**config.mk**
```make
export PLATFORM = sky130hd
export DESIGN_NAME = align_lock_ctrl_flat
export DESIGN_NICKNAME = d
export VERILOG_FILES = /design/src/rtl/align_lock_if.sv /design/src/rtl/align_lock_ctrl.sv /design/src/flat_wrapper.sv
export SDC_FILE = /design/constraint.sdc
export NUM_CORES = 1
export LEC_CHECK = 0
export CAP_MARGIN = 40
export CORE_MARGIN = 1
export CORE_UTILIZATION = 33
export DETAILED_ROUTE_END_ITERATION = 10
export PLACE_DENSITY_LB_ADDON = 0.1
export RECOVER_POWER = 100
export SYNTH_ARGS = -nofsm -noshare
export SYNTH_HDL_FRONTEND = slang
export SYNTH_SLANG_ARGS = --single-unit
```
**constraint.sdc**
```tcl
create_clock -name clk -period 2.5 [get_ports clk]
set_clock_uncertainty 0.05 [all_clocks]
set_input_delay 0.75 -clock clk [delete_from_list [all_inputs] [get_ports clk]]
set_output_delay 0.75 -clock clk [all_outputs]
set_load 0.03 [all_outputs]
```
**src/rtl/align_lock_if.sv**
```systemverilog
// Handshake bundle between the per-channel bit aligner, this lock controller and the pixel framer.
// The slave modport is the controller's view; the master modport drives the aligner-side inputs.
interface align_lock_if #(
  parameter int DATA_WIDTH = 24
);
  logic                  train_req;
  logic [DATA_WIDTH-1:0] din;
  logic                  align_done_in;
  logic [4:0]            shift_in;
  logic                  align_start;
  logic                  busy;
  logic                  locked;
  logic                  fail;
  logic [4:0]            lock_shift;
  logic [3:0]            retry_cnt;
  logic [DATA_WIDTH-1:0] data_out;
  logic                  data_valid;

  modport slave (
    input  train_req, din, align_done_in, shift_in,
    output align_start, busy, locked, fail, lock_shift, retry_cnt, data_out, data_valid
  );

  modport master (
    output train_req, din, align_done_in, shift_in,
    input  align_start, busy, locked, fail, lock_shift, retry_cnt, data_out, data_valid
  );
endinterface

```
**src/rtl/align_lock_ctrl.sv**
```systemverilog
// Training sequencer and lock monitor downstream of the bit aligner: arms the aligner, waits,
// counts consecutive clean training words, retries on error and forwards data once locked.
module align_lock_ctrl #(
  parameter int                    DATA_WIDTH    = 24,
  parameter logic [DATA_WIDTH-1:0] PATTERN_1     = 24'hFFF000,
  parameter logic [DATA_WIDTH-1:0] PATTERN_2     = 24'hFF0000,
  parameter int                    ARM_CYCLES    = 2,
  parameter int                    SETTLE_CYCLES = 4,
  parameter int                    LOCK_COUNT    = 16,
  parameter int                    MAX_RETRY     = 8
) (
  input  logic         clk,
  input  logic         data_rst,
  align_lock_if.slave  bus
);

  typedef enum logic [2:0] {IDLE, ARM, SETTLE, CHECK, LOCKED, FAIL} state_t;

  state_t                state;
  logic [3:0]            phase_cnt;
  logic [7:0]            match_cnt;
  logic [3:0]            retry_cnt;
  logic                  align_start;
  logic                  busy;
  logic                  locked;
  logic                  fail;
  logic [4:0]            lock_shift;
  logic [DATA_WIDTH-1:0] data_p1;
  logic                  vld_p1;

  logic                  match;
  logic [7:0]            match_next;
  logic [3:0]            retry_next;

  function automatic logic [3:0] sat_inc4(input logic [3:0] v);
    return (v == 4'hF) ? v : v + 4'd1;
  endfunction

  function automatic logic [7:0] sat_inc8(input logic [7:0] v);
    return (v == 8'hFF) ? v : v + 8'd1;
  endfunction

  // A word only counts when the aligner itself also reports a pattern match.
  assign match      = bus.align_done_in && ((bus.din == PATTERN_1) || (bus.din == PATTERN_2));
  assign match_next = sat_inc8(match_cnt);
  assign retry_next = sat_inc4(retry_cnt);

  always_ff @(posedge clk or posedge data_rst) begin
    if (data_rst) begin
      state       <= IDLE;
      phase_cnt   <= '0;
      match_cnt   <= '0;
      retry_cnt   <= '0;
      align_start <= 1'b0;
      busy        <= 1'b0;
      locked      <= 1'b0;
      fail        <= 1'b0;
      lock_shift  <= '0;
      data_p1     <= '0;
      vld_p1      <= 1'b0;
    end else begin
      vld_p1 <= 1'b0;
      case (state)
        IDLE, LOCKED, FAIL: begin
          if (bus.train_req) begin
            state       <= ARM;
            phase_cnt   <= '0;
            match_cnt   <= '0;
            retry_cnt   <= '0;
            lock_shift  <= '0;
            locked      <= 1'b0;
            fail        <= 1'b0;
            align_start <= 1'b1;
            busy        <= 1'b1;
          end else if (state == LOCKED) begin
            // Output stage: forward the aligned word while lock holds.
            data_p1 <= bus.din;
            vld_p1  <= 1'b1;
          end
        end
        ARM: begin
          if (phase_cnt == 4'(ARM_CYCLES - 1)) begin
            state       <= SETTLE;
            phase_cnt   <= '0;
            align_start <= 1'b0;
          end else begin
            phase_cnt <= sat_inc4(phase_cnt);
          end
        end
        SETTLE: begin
          if (phase_cnt == 4'(SETTLE_CYCLES - 1)) begin
            state     <= CHECK;
            phase_cnt <= '0;
            match_cnt <= '0;
          end else begin
            phase_cnt <= sat_inc4(phase_cnt);
          end
        end
        CHECK: begin
          if (match) begin
            match_cnt <= match_next;
            if (match_next == 8'(LOCK_COUNT)) begin
              state      <= LOCKED;
              locked     <= 1'b1;
              busy       <= 1'b0;
              lock_shift <= bus.shift_in;
            end
          end else begin
            retry_cnt <= retry_next;
            if (retry_next == 4'(MAX_RETRY)) begin
              state <= FAIL;
              fail  <= 1'b1;
              busy  <= 1'b0;
            end else begin
              state       <= ARM;
              phase_cnt   <= '0;
              align_start <= 1'b1;
            end
          end
        end
        default: begin
          state       <= IDLE;
          align_start <= 1'b0;
          busy        <= 1'b0;
        end
      endcase
    end
  end

  assign bus.align_start = align_start;
  assign bus.busy        = busy;
  assign bus.locked      = locked;
  assign bus.fail        = fail;
  assign bus.lock_shift  = lock_shift;
  assign bus.retry_cnt   = retry_cnt;
  assign bus.data_out    = data_p1;
  assign bus.data_valid  = vld_p1;

endmodule

```
**src/flat_wrapper.sv**
```systemverilog
// flat-port wrapper written by rule: the top's interface ports become plain ports
module align_lock_ctrl_flat 
#(
  parameter int                    DATA_WIDTH    = 24,
  parameter logic [DATA_WIDTH-1:0] PATTERN_1     = 24'hFFF000,
  parameter logic [DATA_WIDTH-1:0] PATTERN_2     = 24'hFF0000,
  parameter int                    ARM_CYCLES    = 2,
  parameter int                    SETTLE_CYCLES = 4,
  parameter int                    LOCK_COUNT    = 16,
  parameter int                    MAX_RETRY     = 8
)
  (clk, data_rst, bus_train_req, bus_din, bus_align_done_in, bus_shift_in, bus_align_start, bus_busy, bus_locked, bus_fail, bus_lock_shift, bus_retry_cnt, bus_data_out, bus_data_valid);
  align_lock_if #(.DATA_WIDTH(DATA_WIDTH)) bus_i ();
  input  logic clk;
  input  logic data_rst;
  input wire logic [$bits(bus_i.train_req)-1:0] bus_train_req;
  input wire logic [$bits(bus_i.din)-1:0] bus_din;
  input wire logic [$bits(bus_i.align_done_in)-1:0] bus_align_done_in;
  input wire logic [$bits(bus_i.shift_in)-1:0] bus_shift_in;
  output wire logic [$bits(bus_i.align_start)-1:0] bus_align_start;
  output wire logic [$bits(bus_i.busy)-1:0] bus_busy;
  output wire logic [$bits(bus_i.locked)-1:0] bus_locked;
  output wire logic [$bits(bus_i.fail)-1:0] bus_fail;
  output wire logic [$bits(bus_i.lock_shift)-1:0] bus_lock_shift;
  output wire logic [$bits(bus_i.retry_cnt)-1:0] bus_retry_cnt;
  output wire logic [$bits(bus_i.data_out)-1:0] bus_data_out;
  output wire logic [$bits(bus_i.data_valid)-1:0] bus_data_valid;
  assign bus_i.train_req = bus_train_req;
  assign bus_i.din = bus_din;
  assign bus_i.align_done_in = bus_align_done_in;
  assign bus_i.shift_in = bus_shift_in;
  assign bus_align_start = bus_i.align_start;
  assign bus_busy = bus_i.busy;
  assign bus_locked = bus_i.locked;
  assign bus_fail = bus_i.fail;
  assign bus_lock_shift = bus_i.lock_shift;
  assign bus_retry_cnt = bus_i.retry_cnt;
  assign bus_data_out = bus_i.data_out;
  assign bus_data_valid = bus_i.data_valid;
  align_lock_ctrl #(.DATA_WIDTH(DATA_WIDTH), .PATTERN_1(PATTERN_1), .PATTERN_2(PATTERN_2), .ARM_CYCLES(ARM_CYCLES), .SETTLE_CYCLES(SETTLE_CYCLES), .LOCK_COUNT(LOCK_COUNT), .MAX_RETRY(MAX_RETRY)) u_core (.clk(clk), .data_rst(data_rst), .bus(bus_i));
endmodule
```
==> metrics.csv, run 1 <==
stage;metric;value;unit
synthesis;synthesized area per cell;10.8;µm²
layout;n_diodes;0;
layout;post-route cell area;4000;µm²
clocking;Num CTS Buffers;5;
sta;Max Clk Rate;407;MHz
layout;Fillers;774;
placed_design;Place WS;-639;ps
setup_path;worst path bufs/invs;2;
floorplanning;initial core utilization;34.4;%
route;top layer in use;met4;
sta;Relative slew margins;11.9;%
synthesis;post-synthesis cell area;2840;µm²
sta;Tightest Pin Transition;1320;ps
route;vias per cell;5.33;
sta;RSZ-0062 raised after global routing;true;
synthesis;fraction of registers with async set or reset after synthesis;100;%
sta;Min Hold Slack;457;ps
grt;GRT Total Usage;17.1;%
setup_path;Critical R2R Launch;u_core.match_cnt[3];
clocking;H-tree levels;2;
setup_path;Data arrival, critical path;2640;ps
setup_path;Cell Chain, Critical Path;buf_6, or4_4, a2111oi_4, nand2_2, nor2_4, buf_12, nand2_4, a221oi_2;
layout;area grow syn2layout;40.8;%
setup_path;CP endpoint kind;flip-flop;
synthesis;share of the synthesized area in the top cell type;46.7;%
setup_path;startpoint types;primary input;
route;DRT iter0 DRCs;179;
setup_path;start point of the critical path;bus_din[12];
sta;Final setup viols;0;
sta;fin. max-slew vios;0;
setup_path;CP Max Fanout;5;
pwr;maximum VDD drop;0.000255;V
route;WL met2;3.38;mm
synthesis;ys flop type;dfrtp_1;
clocking;clk_lat worst skew;310;ps
grt;initial antenna violation count;0;
clocking;Root Driver;clkbuf_8;
route;wire length on met3;474;µm
setup_path;worst path required time;2680;ps
worst_hold_path;Hold Startpoint;u_core.bus.data_out[11];
clocking;clk sinks;53;
sta;final hold vios;0;
route;Vias;2470;
clocking;clk slew on worst S/H paths;100;ps
route;routed len/inst;15.3;µm
grt;global-route wire length before repair;12.1;mm
synthesis;ranking of synthesized cells by area;dfrtp_1 (47%), mux2_2 (9.9%), a21oi_1 (3.4%), nand3_1 (2.6%), o21ai_0 (2.3%);
placed_design;port bufs;70;
job;max_cap viols;0;
route;final wirelength;7.11;mm
floorplanning;die height;94.7;µm
floorplanning;Ports;71;
clocking;Clock Path Buffers;2;
grt;vias in the first global route;2548;
placed_design;detailed-placement wirelength estimate;5.13;mm
layout;post-layout util;48.4;%
setup_path;slowest cell on the critical path;or4_4;
synthesis;post-synth cell types;63;
floorplanning;Die ar.;8970;µm²
setup_path;critical path class;in -> reg;
synthesis;Yosys reg bits;53;
route;drt first pass iters;4;
floorplanning;Core ar.;8260;µm²
grt;largest net degree at the start of global routing;54;
layout;share of cells above drive strength 1;26.8;%
layout;most common cell after layout, fill and taps aside;dfrtp_1;
synthesis;syn_nets;300;
synthesis;leading area contributor after synthesis;dfrtp_1;
sta;Tcrit/Tclk final;98.2;%
floorplanning;Die Wd;94.7;µm
layout;nets;394;
route;metal1 wirelength;3.19;mm
worst_hold_path;Hold Crit Class;reg -> reg;
pwr;PwrDens;600;nW/µm²
layout;commonest cells after routing, fill and taps aside;dfrtp_1 (53), dlygate4sd3_1 (36), mux2_2 (25), buf_4 (25), a21oi_1 (19);
clocking;CTS tree;done;
sta;final worst slack;44.0;ps
setup_path;CP max stage delay;540;ps
pwr;Pleak;1.88;nW
synthesis;Synth Warn #;0;
synthesis;EDFF count, synth;0;
floorplanning;Row Count;33;
route;DRT antenna net count;0;
placed_design;DP Area;3830;µm²
status;status;complete, no violations;
layout;area of the multi-input gates;1460;µm²
placed_design;routability cong.;0.780;
sta;Tmin final;2460;ps
setup_path;crit-path leading delay family;simple AND/OR/NAND/NOR gates;
grt;GRT Residual Overflow;0;
layout;storage element area;1330;µm²
synthesis;Seq/Total Area, Yosys;46.7;%
route;residual DRC count;0;
synthesis;cell count after synthesis;263;
worst reg2reg max path, delay by kind of cell (launching register included):
family,cells,cell delay [ps]
and+or+nand+nor,4,1300
DFF,1,480
AOI/OAI and AO/OA,2,240
buffers and inverters,1,100
synth_stat cells (all sizes together), types with 2 or more instances:
| cell | number |
|---|---|
| nand4 | 4 |
| dfrtp | 53 |
| o21a | 3 |
| o21ai | 14 |
| a21oi | 19 |
| mux2 | 25 |
| a31oi | 7 |
| nand3 | 15 |
| buf | 10 |
| nand2b | 6 |
| ha | 4 |
| o22ai | 5 |
| or4 | 4 |
| nor3 | 2 |
| mux2i | 2 |
| inv | 6 |
| clkbuf | 2 |
| nor4 | 2 |
| and2 | 6 |
| and3 | 5 |
| a21o | 2 |
| a41oi | 5 |
| a22o | 6 |
| nor2 | 13 |
| nand2 | 18 |
| a221oi | 2 |
path summary, 6_finish.rpt:
kind | slack (ps) | end | cells past startpoint
max in group asynchronous | 330 | u_core.bus.retry_cnt[1] | 3
worst max-delay path | 40 | u_core.bus.busy | 8
worst max register to register | 200 | u_core.state[0] | 7
worst min register to register | 460 | u_core.bus.data_out[11] | 1
worst min-delay path | 460 | u_core.bus.data_out[11] | 1
min in group asynchronous | 1270 | u_core.bus.data_out[23] | 3
final cells by class:
class	count	area share, %
multi-input combinational	191	36.5
sequential	53	33.2
timing repair buffer	99	23.4
tap	105	3.29
clock buffer	7	2.16
clock inverter	1	0.752
inverter	7	0.658
sequential cells by signal (all words and copies together), names as in the netlist:
signal	count
u_core.bus.data_out	24
u_core.match_cnt	8
u_core.bus.lock_shift	5
u_core.bus.retry_cnt	4
u_core.phase_cnt	4
u_core.state	3
u_core.bus.align_start	1
u_core.bus.busy	1
u_core.bus.data_valid	1
u_core.bus.fail	1
u_core.bus.locked	1
power by group:
part	total (mW)	internal (mW)	switching (mW)
registers	1.00	0.911	0.0932
logic	0.767	0.358	0.408
clock network	0.627	0.327	0.300
routing by layer:
layer / up-vias / track usage, %
met5: - / 0
met4: 0 / 4.67
met3: 6 / 5.48
met2: 66 / 27.8
met1: 1215 / 21.8
li1: 1183 / -
cell families (layout without fill, tap and decap cells):
kind of cell	after synthesis	in the layout	synth area share, %
XOR/XNOR	2	2	0.617
buffers and inverters	19	114	3.26
flip-flops	53	53	46.7
AND/OR/NAND/NOR	81	81	17.5
multiplexers	27	27	10.6
AO/OA/AOI/OAI	77	77	19.4
adder cells (fa/ha/maj)	4	4	1.76
timing repair:
action / CTS / global route
resized for setup: 19 / 17
setup endpoints to repair: 28 / 25
buffers inserted: 1 / 3
gates cloned: 0 / 1
hold buffers: 0 / 0
pin swaps: 9 / 10
per-stage QoR:
| stage | power [mW] | TNS (ps) | std cells |
|---|---|---|---|
| final | 2.40 | 0 | 463 |
| after global routing | 2.55 | -57.3 | 463 |
| after floorplan | 1.49 | 0 | 263 |
| after global placement | 1.79 | -14160 | 451 |
| after CTS | 2.42 | 0 | 460 |
| after detailed placement | 1.79 | -15270 | 451 |
Note: power is estimated with default switching activity, not from simulation.
==> run 2: changes to the inputs <==
--- a/config.mk
+++ b/config.mk
@@ -9,7 +9,6 @@
 export CORE_MARGIN = 1
 export CORE_UTILIZATION = 33
 export DETAILED_ROUTE_END_ITERATION = 10
-export PLACE_DENSITY_LB_ADDON = 0.1
 export RECOVER_POWER = 100
 export SYNTH_ARGS = -nofsm -noshare
 export SYNTH_HDL_FRONTEND = slang
==> metrics.csv, run 2 (synthesized netlist as in run 1, its figures left out) <==
stage;metric;value;unit
pwr;Reg power frac;43.0;%
setup_path;CP max stage delay;550;ps
clocking;postcts setup bufs;0;
sta;RSZ-0062 raised after global routing;false;
placed_design;port bufs;70;
setup_path;Data arrival, critical path;2600;ps
route;Vias;2422;
clocking;H-tree levels;2;
layout;most common cell after layout, fill and taps aside;dfrtp_1;
worst_hold_path;Hold Crit Class;reg -> reg;
setup_path;CP Max Fanout;4;
setup_path;slowest cell on the critical path;or4_4;
pwr;maximum VDD drop;0.000298;V
route;DRT antenna net count;0;
pwr;PwrDens;601;nW/µm²
sta;setup TNS;0;ps
pwr;Sw Share;32.9;%
route;residual DRC count;0;
sta;Tmin final;2440;ps
sta;fin. max-slew vios;0;
setup_path;worst path bufs/invs;2;
floorplanning;initial core utilization;34.4;%
setup_path;Cell Chain, Critical Path;clkbuf_1, or4_4, a2111oi_4, nand2_2, nor2_4, buf_6, nand2_4, a221oi_2;
clocking;Num CTS Buffers;5;
sta;Min Hold Slack;452;ps
setup_path;critical path class;in -> reg;
setup_path;Crit path depth;8;
route;DRT iter0 DRCs;93;
layout;area grow syn2layout;36.7;%
setup_path;crit-path leading delay family;simple AND/OR/NAND/NOR gates;
floorplanning;Core ar.;8260;µm²
grt;GRT Total Usage;16.3;%
layout;n_diodes;0;
setup_path;start point of the critical path;bus_din[15];
worst_hold_path;WHS Path Cells;1;
placed_design;detailed-placement wirelength estimate;4.97;mm
job;max_cap viols;0;
pwr;Overall Power;2.33;mW
grt;largest net degree at the start of global routing;54;
sta;final hold vios;0;
pwr;proportion of power drawn by combinational gates;31.0;%
clocking;clk slew on worst S/H paths;90;ps
sta;Max Clk Rate;410;MHz
floorplanning;Row Count;33;
clocking;Clock Path Buffers;2;
setup_path;Critical R2R Launch;u_core.match_cnt[0];
floorplanning;Die Wd;94.7;µm
layout;post-layout util;47.0;%
floorplanning;die height;94.7;µm
layout;max FFs per register;24;
worst_hold_path;hold endpoint;u_core.bus.lock_shift[1];
clocking;clk_lat worst skew;300;ps
clocking;clk sinks;53;
pwr;Pleak;1.82;nW
grt;global-route wire length before repair;11.4;mm
route;drt first pass iters;4;
layout;nets;389;
worst_hold_path;Hold Startpoint;u_core.bus.lock_shift[1];
floorplanning;Ports;71;
placed_design;routability cong.;0.861;
clocking;CTS tree;done;
sta;Tightest Pin Transition;1310;ps
grt;initial antenna violation count;0;
setup_path;RR Endpoint;u_core.bus.lock_shift[1];
grt;vias in the first global route;2288;
route;final wirelength;6.88;mm
setup_path;CP endpoint kind;flip-flop;
floorplanning;Die ar.;8970;µm²
pwr;Clock Power Share;26.0;%
sta;Tcrit/Tclk final;97.6;%
status;status;complete, no violations;
clocking;CTS Hold Bufs;0;
setup_path;startpoint types;primary input;
sta;Final setup viols;0;
pwr;Switching Power;0.768;mW
setup_path;R2R setup slack;160;ps
layout;commonest cells after routing, fill and taps aside;dfrtp_1 (53), dlygate4sd3_1 (38), mux2_2 (25);
clocking;Root Driver;clkbuf_8;
sta;Relative slew margins;12.4;%
route;vias per cell;5.29;
setup_path;Register-to-Register Path Depth;7;
layout;share of cells above drive strength 1;24.9;%
pwr;internal power consumption;1.57;mW
setup_path;worst path required time;2660;ps
route;routed len/inst;15.0;µm
grt;GRT Residual Overflow;0;
-- run 2: cell types whose count changed in the layout (fill, tap and decap cells not counted), moves of 2 or more --
cell,delta
dlymetal6s2s_1,-3
dlygate4sd3_1,+2
clkbuf_2,+3
clkdlybuf4s15_1,+2
buf_4,-7
clkdlybuf4s50_1,-2
-- run 2: worst max-delay path by stage --
stage	endpoint	slack, ps
6_report	u_core.bus.busy	60
3_3_place_gp	u_core.bus.lock_shift[0]	-620
5_1_grt	u_core.bus.lock_shift[1]	10
4_1_cts	u_core.bus.busy	3
2_1_floorplan	u_core.bus.retry_cnt[3]	1
3_5_place_dp	u_core.bus.retry_cnt[3]	-660
-- run 2: layer usage --
metal / share of wire [%] / GRT usage [%] / wire length, µm / up-vias
met5: 0 / 0 / 0 / -
met4: 0.39 / 4.04 / 27 / 0
met3: 7.1 / 5.39 / 488 / 2
met2: 47 / 25.4 / 3200 / 68
met1: 46 / 21.9 / 3160 / 1184
li1: - / - / - / 1168
-- run 2: what timing repair did --
action,4_1_cts,5_1_grt
resized for setup,27,13
setup endpoints to repair,28,12
cloned,0,1
pin swaps,9,8
-- run 2: layout make-up --
class / instances / area [µm²]
clock inverter: 1 / 30.0
multi-input combinational: 191 / 1430
fill: 778 / 4380
sequential: 53 / 1330
inverter: 7 / 26.3
clock buffer: 7 / 86.3
timing repair buffer: 94 / 847
tap: 105 / 131
-- run 2: power groups by stage --
stage | Clock, mW | Sequential [mW] | Combinational, mW
5_1_grt | 0.666 | 1.02 | 0.805
6_report | 0.607 | 1.00 | 0.723
4_1_cts | 0.642 | 1.00 | 0.750
2_1_floorplan | 0 | 1.02 | 0.468
3_5_place_dp | 0 | 1.02 | 0.741
3_3_place_gp | 0 | 1.02 | 0.733
-- run 2: per-stage QoR --
step | instance area, µm² | worst slack, ps | instances
3_3_place_gp | 3800 | -616 | 449
6_report | 3880 | 59.2 | 458
3_5_place_dp | 3800 | -660 | 449
5_1_grt | 3880 | 10.1 | 458
4_1_cts | 3940 | 2.65 | 457
2_1_floorplan | 2840 | 1.44 | 263
==> run 3: changes to the inputs <==
--- a/config.mk
+++ b/config.mk
@@ -9,6 +9,7 @@
 export CORE_MARGIN = 1
 export CORE_UTILIZATION = 33
 export DETAILED_ROUTE_END_ITERATION = 10
+export MAX_ROUTING_LAYER = met4
 export RECOVER_POWER = 100
 export SYNTH_ARGS = -nofsm -noshare
 export SYNTH_HDL_FRONTEND = slang
==> metrics.csv, run 3 (synthesized netlist as in run 1, its figures left out) <==
stage;metric;value;unit
placed_design;routability cong.;0.875;
clocking;clk sinks;53;
floorplanning;Row Count;33;
floorplanning;Die ar.;8970;µm²
sta;Max Clk Rate;410;MHz
pwr;Pleak;1.82;nW
route;vias per cell;5.29;
setup_path;R2R setup slack;160;ps
layout;post-route cell area;3880;µm²
clocking;CTS Hold Bufs;0;
clocking;Clock Path Buffers;2;
setup_path;slowest cell on the critical path;or4_4;
clocking;CTS tree;done;
sta;Tmin final;2440;ps
placed_design;detailed-placement wirelength estimate;4.97;mm
layout;max FFs per register;24;
setup_path;critical path class;in -> reg;
pwr;maximum VDD drop;0.000298;V
setup_path;CP Max Fanout;4;
grt;largest net degree at the start of global routing;54;
floorplanning;Core ar.;8260;µm²
sta;final worst slack;59.3;ps
placed_design;Place WS;-660;ps
floorplanning;Die Wd;94.7;µm
clocking;Root Driver;clkbuf_8;
sta;Final setup viols;0;
layout;most common cell after layout, fill and taps aside;dfrtp_1;
route;routed len/inst;15.0;µm
floorplanning;initial core utilization;34.4;%
sta;RSZ-0062 raised after global routing;false;
placed_design;port bufs;70;
placed_design;DP Area;3800;µm²
setup_path;CP endpoint kind;flip-flop;
layout;area of the multi-input gates;1430;µm²
setup_path;Critical R2R Launch;u_core.match_cnt[0];
worst_hold_path;Hold Crit Class;reg -> reg;
worst_hold_path;hold endpoint;u_core.bus.lock_shift[1];
grt;GRT Total Usage;16.8;%
setup_path;worst path bufs/invs;2;
setup_path;Cell Chain, Critical Path;clkbuf_1, or4_4, a2111oi_4, nand2_2, nor2_4, buf_6, nand2_4, a221oi_2;
setup_path;worst path required time;2660;ps
setup_path;Register-to-Register Path Depth;7;
setup_path;crit-path leading delay family;simple AND/OR/NAND/NOR gates;
grt;vias in the first global route;2289;
sta;setup TNS;0;ps
route;DRT iter0 DRCs;104;
setup_path;Data arrival, critical path;2600;ps
sta;Relative slew margins;12.4;%
worst_hold_path;Hold Startpoint;u_core.bus.lock_shift[1];
route;final wirelength;6.88;mm
route;Vias;2423;
job;max_cap viols;0;
status;status;complete, no violations;
layout;n_diodes;0;
layout;share of cells above drive strength 1;24.9;%
setup_path;startpoint types;primary input;
sta;fin. max-slew vios;0;
grt;initial antenna violation count;0;
grt;global-route wire length before repair;11.4;mm
layout;storage element area;1330;µm²
route;residual DRC count;0;
clocking;H-tree levels;2;
sta;final hold vios;0;
layout;Fillers;778;
clocking;clk slew on worst S/H paths;90;ps
route;DRT antenna net count;0;
layout;nets;389;
floorplanning;die height;94.7;µm
floorplanning;Ports;71;
sta;Tcrit/Tclk final;97.6;%
sta;Tightest Pin Transition;1310;ps
setup_path;CP max stage delay;550;ps
worst_hold_path;WHS Path Cells;1;
clocking;clk_lat worst skew;300;ps
layout;area grow syn2layout;36.7;%
grt;GRT Residual Overflow;0;
setup_path;RR Endpoint;u_core.bus.lock_shift[1];
layout;commonest cells after routing, fill and taps aside;dfrtp_1 (53), dlygate4sd3_1 (38), mux2_2 (25);
route;drt first pass iters;4;
clocking;Num CTS Buffers;5;
pwr;PwrDens;602;nW/µm²
run 3: cell counts in the layout (fill, tap and decap cells not counted):
No cell type changed its count.
run 3: final cells by class:
| type | count | share of cell area, % |
|---|---|---|
| multi-input combinational | 191 | 36.9 |
| sequential | 53 | 34.2 |
| timing repair buffer | 94 | 21.8 |
| tap | 105 | 3.39 |
| clock buffer | 7 | 2.23 |
| clock inverter | 1 | 0.774 |
| inverter | 7 | 0.677 |
run 3: routing by layer:
metal / track usage (%) / vias up / part of all wire (%)
li1: - / 1166 / -
met1: 22.2 / 1193 / 47
met2: 25.4 / 62 / 47
met3: 4.99 / 2 / 6.2
met4: 4.04 / 0 / 0.39
met5: - / - / 0
run 3: how the worst max path moves through the flow:
stage                          endpoint                 from  cells after the start
6_report                u_core.bus.busy          bus_din[15]                      8
2_1_floorplan   u_core.bus.retry_cnt[3]          bus_din[12]                      7
3_3_place_gp   u_core.bus.lock_shift[0]          bus_din[12]                      7
3_5_place_dp    u_core.bus.retry_cnt[3]          bus_din[12]                      7
4_1_cts                 u_core.bus.busy           bus_din[7]                      8
5_1_grt        u_core.bus.lock_shift[1]  u_core.match_cnt[0]                      7
run 3: worst reg2reg max path, delay by kind of cell, from the launching register on:
kind            cells  cell delay (ps)
simple gates        4             1140
flops               1              460
compound gates      2              440
fa+ha+maj           1              190
run 3: report_power, final:
part	switching (mW)	total [mW]	internal, mW
sequential	0.0912	1.00	0.912
combinational	0.397	0.723	0.326
clock	0.281	0.608	0.327
total	0.769	2.33	1.57
run 3: repair_timing:
action	in CTS	in global routing
setup buffers	0	0
pin swaps	9	8
gates cloned	0	1
setup endpoints to repair	28	12
resized for setup	27	13
run 3: through the flow:
step / utilization [%] / std cells / total power, mW / hold WS, ps
after floorplan: - / 263 / 1.49 / 446
after global placement: 46.0 / 449 / 1.75 / 430
after detailed placement: 46.0 / 449 / 1.76 / 438
after CTS: 47.7 / 457 / 2.39 / 462
after global routing: 47.0 / 458 / 2.49 / 467
final: 47.0 / 458 / 2.33 / 452
